**src/rtl/wb_stream_writer_master.sv**
```systemverilog
// Wishbone read master that streams a ring buffer into a FIFO in fixed-size bursts.
// Optional bus-error handling is enabled with the macro WB_STREAM_WRITER_ERR_EN;
// without it wbm_err_i is ignored and err_o is tied low.
module wb_stream_writer_master #(
  parameter int unsigned WB_AW   = 32,
  parameter int unsigned WB_DW   = 32,
  parameter int unsigned FIFO_AW = 4
) (
  input  logic               wb_clk_i,
  input  logic               wb_rst_ni,
  // Wishbone master
  output logic [WB_AW-1:0]   wbm_adr_o,
  output logic [WB_DW-1:0]   wbm_dat_o,
  output logic [WB_DW/8-1:0] wbm_sel_o,
  output logic               wbm_we_o,
  output logic               wbm_cyc_o,
  output logic               wbm_stb_o,
  output logic [2:0]         wbm_cti_o,
  output logic [1:0]         wbm_bte_o,
  input  logic [WB_DW-1:0]   wbm_dat_i,
  input  logic               wbm_ack_i,
  input  logic               wbm_err_i,
  input  logic               wbm_rty_i,
  // FIFO write side
  output logic [WB_DW-1:0]   fifo_d,
  output logic               fifo_wr,
  input  logic [FIFO_AW:0]   fifo_cnt,
  // Configuration
  input  logic               enable,
  input  logic [WB_AW-1:0]   start_adr,
  input  logic [WB_AW-1:0]   buf_size,
  input  logic [WB_AW-1:0]   burst_size,
  output logic               busy,
  output logic               err_o
);

  localparam int unsigned      ByteShift = $clog2(WB_DW / 8);
  localparam logic [WB_AW-1:0] BeatBytes = WB_AW'(WB_DW / 8);
  localparam logic [FIFO_AW:0] FifoDepth = {1'b1, {FIFO_AW{1'b0}}};
  localparam logic [2:0]       CtiInc    = 3'b010;
  localparam logic [2:0]       CtiEnd    = 3'b111;

  typedef enum logic {StIdle, StBurst} state_e;

  state_e           state_q, state_d;
  logic [WB_AW-1:0] idx_q, idx_d;
  logic [WB_AW-1:0] left_q, left_d;
  logic [WB_AW-1:0] adr_q, adr_d;
  logic             cyc_q, cyc_d;
  logic [2:0]       cti_q, cti_d;
  logic             err_q, err_d;

  logic [FIFO_AW:0] fifo_free;
  logic [WB_AW-1:0] fifo_free_w;
  logic [WB_AW-1:0] ring_left;
  logic [WB_AW-1:0] burst_len;
  logic [WB_AW-1:0] idx_inc;
  logic             burst_go;
  logic             beat_ack;
  logic             beat_err;

  assign fifo_free   = FifoDepth - fifo_cnt;
  assign fifo_free_w = WB_AW'(fifo_free);
  assign ring_left   = buf_size - idx_q;
  // Clip the burst at the ring end so a burst never wraps.
  assign burst_len   = (burst_size < ring_left) ? burst_size : ring_left;
  assign idx_inc     = idx_q + WB_AW'(1);

  assign burst_go = (state_q == StIdle) && enable && (buf_size != '0) && (burst_size != '0) &&
                    (fifo_free_w >= burst_size) && !err_q;

`ifdef WB_STREAM_WRITER_ERR_EN
  // err wins over a simultaneous ack.
  assign beat_err = cyc_q & wbm_err_i;
  assign beat_ack = cyc_q & wbm_ack_i & ~wbm_err_i;
`else
  assign beat_err = 1'b0;
  assign beat_ack = cyc_q & wbm_ack_i;
`endif

  // Next-state logic: burst launch, per-beat advance and termination.
  always_comb begin
    state_d = state_q;
    idx_d   = idx_q;
    left_d  = left_q;
    adr_d   = adr_q;
    cyc_d   = cyc_q;
    cti_d   = cti_q;
    err_d   = err_q;
    unique case (state_q)
      StIdle: begin
        if (!enable) begin
          // Disabled ring restarts from its base and clears a pending error.
          idx_d = '0;
          err_d = 1'b0;
        end
        if (burst_go) begin
          state_d = StBurst;
          cyc_d   = 1'b1;
          left_d  = burst_len;
          adr_d   = start_adr + (idx_q << ByteShift);
          cti_d   = (burst_len == WB_AW'(1)) ? CtiEnd : CtiInc;
        end
      end
      StBurst: begin
        if (beat_err) begin
          state_d = StIdle;
          cyc_d   = 1'b0;
          cti_d   = 3'b000;
          err_d   = 1'b1;
        end else if (beat_ack) begin
          idx_d  = (idx_inc == buf_size) ? '0 : idx_inc;
          adr_d  = adr_q + BeatBytes;
          left_d = left_q - WB_AW'(1);
          if (left_q == WB_AW'(1)) begin
            state_d = StIdle;
            cyc_d   = 1'b0;
            cti_d   = 3'b000;
          end else begin
            cti_d = (left_q == WB_AW'(2)) ? CtiEnd : CtiInc;
          end
        end
      end
      default: state_d = StIdle;
    endcase
  end

  // State and registered bus outputs, synchronous active-low reset.
  always_ff @(posedge wb_clk_i) begin
    if (!wb_rst_ni) begin
      state_q <= StIdle;
      idx_q   <= '0;
      left_q  <= '0;
      adr_q   <= '0;
      cyc_q   <= 1'b0;
      cti_q   <= 3'b000;
      err_q   <= 1'b0;
    end else begin
      state_q <= state_d;
      idx_q   <= idx_d;
      left_q  <= left_d;
      adr_q   <= adr_d;
      cyc_q   <= cyc_d;
      cti_q   <= cti_d;
      err_q   <= err_d;
    end
  end

  assign wbm_adr_o = adr_q;
  assign wbm_dat_o = '0;
  assign wbm_sel_o = '1;
  assign wbm_we_o  = 1'b0;
  assign wbm_cyc_o = cyc_q;
  assign wbm_stb_o = cyc_q;
  assign wbm_cti_o = cti_q;
  assign wbm_bte_o = 2'b00;
  assign busy      = cyc_q;

  // Read data goes straight to the FIFO in the ack cycle.
  assign fifo_d  = wbm_dat_i;
  assign fifo_wr = beat_ack & wb_rst_ni;

`ifdef WB_STREAM_WRITER_ERR_EN
  assign err_o = err_q;
  logic unused_rty;
  assign unused_rty = wbm_rty_i;
`else
  assign err_o = 1'b0;
  logic unused_ins;
  assign unused_ins = ^{wbm_rty_i, wbm_err_i, err_q};
`endif

endmodule

```
**config.mk**
```make
export PLATFORM = sky130hd
export DESIGN_NAME = wb_stream_writer_master
export DESIGN_NICKNAME = d
export VERILOG_FILES = /design/src/rtl/wb_stream_writer_master.sv
export SDC_FILE = /design/constraint.sdc
export NUM_CORES = 1
export LEC_CHECK = 0
export ABC_AREA = 1
export CORE_MARGIN = 2
export CORE_UTILIZATION = 30
export DETAILED_ROUTE_END_ITERATION = 8
export RECOVER_POWER = 50
export SLEW_MARGIN = 30
export SYNTH_ARGS = -nofsm -noshare
export SYNTH_HDL_FRONTEND = slang
export SYNTH_SLANG_ARGS = --single-unit
```
**constraint.sdc**
```tcl
create_clock -name wb_clk_i -period 10.67 [get_ports wb_clk_i]
set_input_delay 2.134 -clock wb_clk_i [delete_from_list [all_inputs] [get_ports wb_clk_i]]
set_output_delay 2.134 -clock wb_clk_i [all_outputs]
set_load 0.1 [all_outputs]
```
==> Flow_metrics.wiki <==
{| class="wikitable"
! Metric !! Value
|-
| Max transition margin || 18.02%
|-
| Cts bufs inserted || 9
|-
| Post-layout min period || 6986 ps
|-
| Syn-to-layout area delta || 14.64%
|-
| Standard cell with the maximum stage delay on the critical path || a21oi_2
|-
| Leakage || 6.563 nW
|-
| Utilization after layout || 34.74%
|-
| Initial core utilization || 30.30%
|-
| Worst hold path class || reg -> reg
|-
| Proportion of synthesized chip area in sequential cells || 15.79%
|-
| Cell Area, Synth || 12,680 um^2
|-
| Total of flip-flops plus latches after synthesis || 100
|-
| Initial antenna violation count || 2
|-
| Setup crit start || buf_size[0]
|-
| Largest driver fanout on the critical path || 42
|-
| Pre-CTS setup slack || 3528 ps
|-
| Gate count after technology mapping || 2,174
|-
| Synth area leaders || nand2_1 17%, dfxtp_1 16%, ha_1 10%
|-
| Number of endpoints failing setup at the final stage || 0
|-
| Proportion of netlist area held by the largest area contributor || 16.81%
|-
| Endpoint of the worst hold-timing path || left_q[12]
|-
| Final antenna-violating net count || 0
|-
| Maximum number of buffers from clock root to sink || 2
|-
| Post-Route Hold Slack || 486.3 ps
|-
| Post-synthesis cell type count || 47
|-
| Final setup TNS || 0 ps
|-
| Share of layout cells above drive strength 1 || 2.531%
|-
| Final hold vios || 0
|-
| Max-slew violations || 0
|-
| Y dimension of the die || 209.6 um
|-
| Crit end category || register
|-
| Async SR Flop Fraction || 0%
|-
| Syn. warnings || 0
|-
| Data required time of the worst path || 10,960 ps
|-
| GR Overflow Total || 0
|-
| Count of flip-flops with a built-in enable after synthesis || 0
|-
| Number of cells on the worst hold path || 2
|-
| Row cnt || 75
|-
| Avg Inst Size Synth || 5.834 um^2
|-
| Arrival time reported for the critical path endpoint || 7280 ps
|-
| Register-to-register path setup slack || 5480 ps
|-
| DRC violations left || 0
|-
| Number of resized instances in the post-cts repair step || 0
|-
| Prevailing post-synth register cell || dfxtp_1
|-
| Commonest cells in the synthesized netlist || 568 x nand2_1, 260 x inv_1, 252 x nor2_1
|-
| Number of I/O port buffers || 143
|-
| Number of sinks on the clock net || 100
|-
| Library cell appearing most often on the critical path || nand2_1
|-
| Logic depth of the worst register-to-register path || 28
|-
| Maximum Capacitance Violations || 0
|-
| DIE WIDTH || 209.6 um
|-
| Routed wire length per instance || 15.84 um
|-
| Unrepaired setup endpoints after global routing || no
|-
| Maximum number of pins on one net before global-route repair || 105
|-
| Library cell with the highest instance count after synthesis || nand2_1
|-
| Reg clk slew, reported paths || 80 ps
|-
| H-Tree Level Count || 3
|-
| Final worst slack || 3684 ps
|-
| Vias per inst || 5.034
|-
| I/O pins || 250
|-
| Timing-limited maximum frequency || 0.1431 GHz
|-
| Part of the cycle the worst path needs || 65.47%
|-
| Area of the core region || 41,850 um^2
|-
| Clock tree from TritonCTS || done
|-
| Startpoint-to-endpoint class of the critical path || in -> reg
|-
| Global-route wire length before repair || 69,250 um
|-
| Maximum clock skew at final layout || 17.26 ps
|-
| Via count of the first global-routing pass || 12,710
|-
| Final cell area excluding filler cells || 14,540 um^2
|-
| Slew @ Worst Pin || 1226 ps
|-
| Post-CTS setup buffer count || 0
|-
| Worst r2r src || idx_q[0]
|-
| Synth area leader || nand2_1
|-
| Count of routing violations after the opening detailed-route iteration || 1,276
|-
| IR Drop Worst-Case VDD || 71.81 uV
|-
| Routability congestion estimate || 0.9224
|-
| Clock Latency Late Sink || 370 ps
|-
| Power per Cell Area || 75.59 nW/um^2
|-
| Via Count || 14,059
|-
| Hold wc startpoint || left_q[12]
|-
| Tot GR Track Use || 19.75%
|-
| Die area || 43,930 um^2
|-
| Kind of start point of the critical path || input pin
|-
| Worst flop-to-flop path endpoint || wbm_cti_o[0]
|-
| Status || complete, no violations
|-
| Delay of the slowest critical-path stage || 620 ps
|-
| Post-place instance area || 14,210 um^2
|-
| Post-DP HPWL || 36,260 um
|-
| Number of iterations in the first detailed-routing pass || 6
|-
| Hold bufs inserted after CTS || 0
|-
| Library cell used as clock root buffer || clkbuf_16
|-
| Layout net count || 2,490
|-
| Final routed wirelength across all metal layers || 44,240 um
|}
-- where the power goes --
group          switching [mW]  internal (mW)
Combinational           0.253          0.116
Clock                   0.172          0.186
Sequential      0.00000000169          0.373
Total                   0.425          0.674
-- through the flow --
| stage | power (mW) | cells |
|---|---|---|
| final | 1.099 | 2793 |
| after global routing | 1.156 | 2792 |
| after floorplan | 0.6915 | 2212 |
| after detailed placement | 0.7444 | 2774 |
| after global placement | 0.7407 | 2774 |
| after CTS | 1.102 | 2790 |
-- kinds of logic after synthesis --
logic type | synth area share [%]
AND/OR/NAND/NOR | 35.78
AO/OA/AOI/OAI | 17.61
buffers and inverters | 13.97
adder cells (fa/ha/maj) | 10.38
flip-flops | 15.79
XOR/XNOR | 6.413
other | 0.05922
-- cells in the final DEF (no fill, tap or decap), types with 39 or more instances in the layout --
cell and count:
a21oi_1 198, clkdlybuf4s50_1 102, conb_1 40, dfxtp_1 99, dlygate4sd3_1 41, ha_1 102, inv_1 259, nand2_1 567
nand3_1 107, nor2_1 252, nor3_1 39, o21ai_0 142, xnor2_1 47, xor2_1 44
-- flip-flops by register name (all words and copies together) (netlist names) --
name,flops
busy,1
idx_q,32
left_q,32
state_q,1
wbm_adr_o,32
wbm_cti_o,2
-- routing by layer --
metal	GRT usage, %	up-vias	part of all wire, %
met5	0	-	0
met4	4.524	0	1.6
met3	2.125	41	6.1
met2	31.54	450	44
met1	28.46	6406	48
li1	-	7162	-
-- final cells by class --
type	instances	area, um^2
fillers	4594	27310
multi-input cells	1721	9052
inverters	263	987.2
clock inverters	7	80.08
diodes	2	5.005
well taps	539	674.4
clock buffers	9	225.2
flip-flops and latches	100	2003
repair buffers	152	1511
-- worst max path at each step --
stage                              end  slack [ps]  depth (start not counted)
after floorplan                fifo_wr        4640                          4
final                     wbm_cti_o[0]        3680                         30
after global placement    wbm_cti_o[0]        3590                         30
after CTS                 wbm_cti_o[0]        3890                         30
after global routing      wbm_cti_o[0]        3240                         30
after detailed placement  wbm_cti_o[0]        3530                         30
-- worst max-delay path: cells and delay by family --
kind | cells | cell delay (ps)
fa+ha+maj | 3 | 800
buf+inv | 5 | 1050
simple gates | 18 | 2080
compound gates | 4 | 1180
Power figures use the tool's default switching activity.
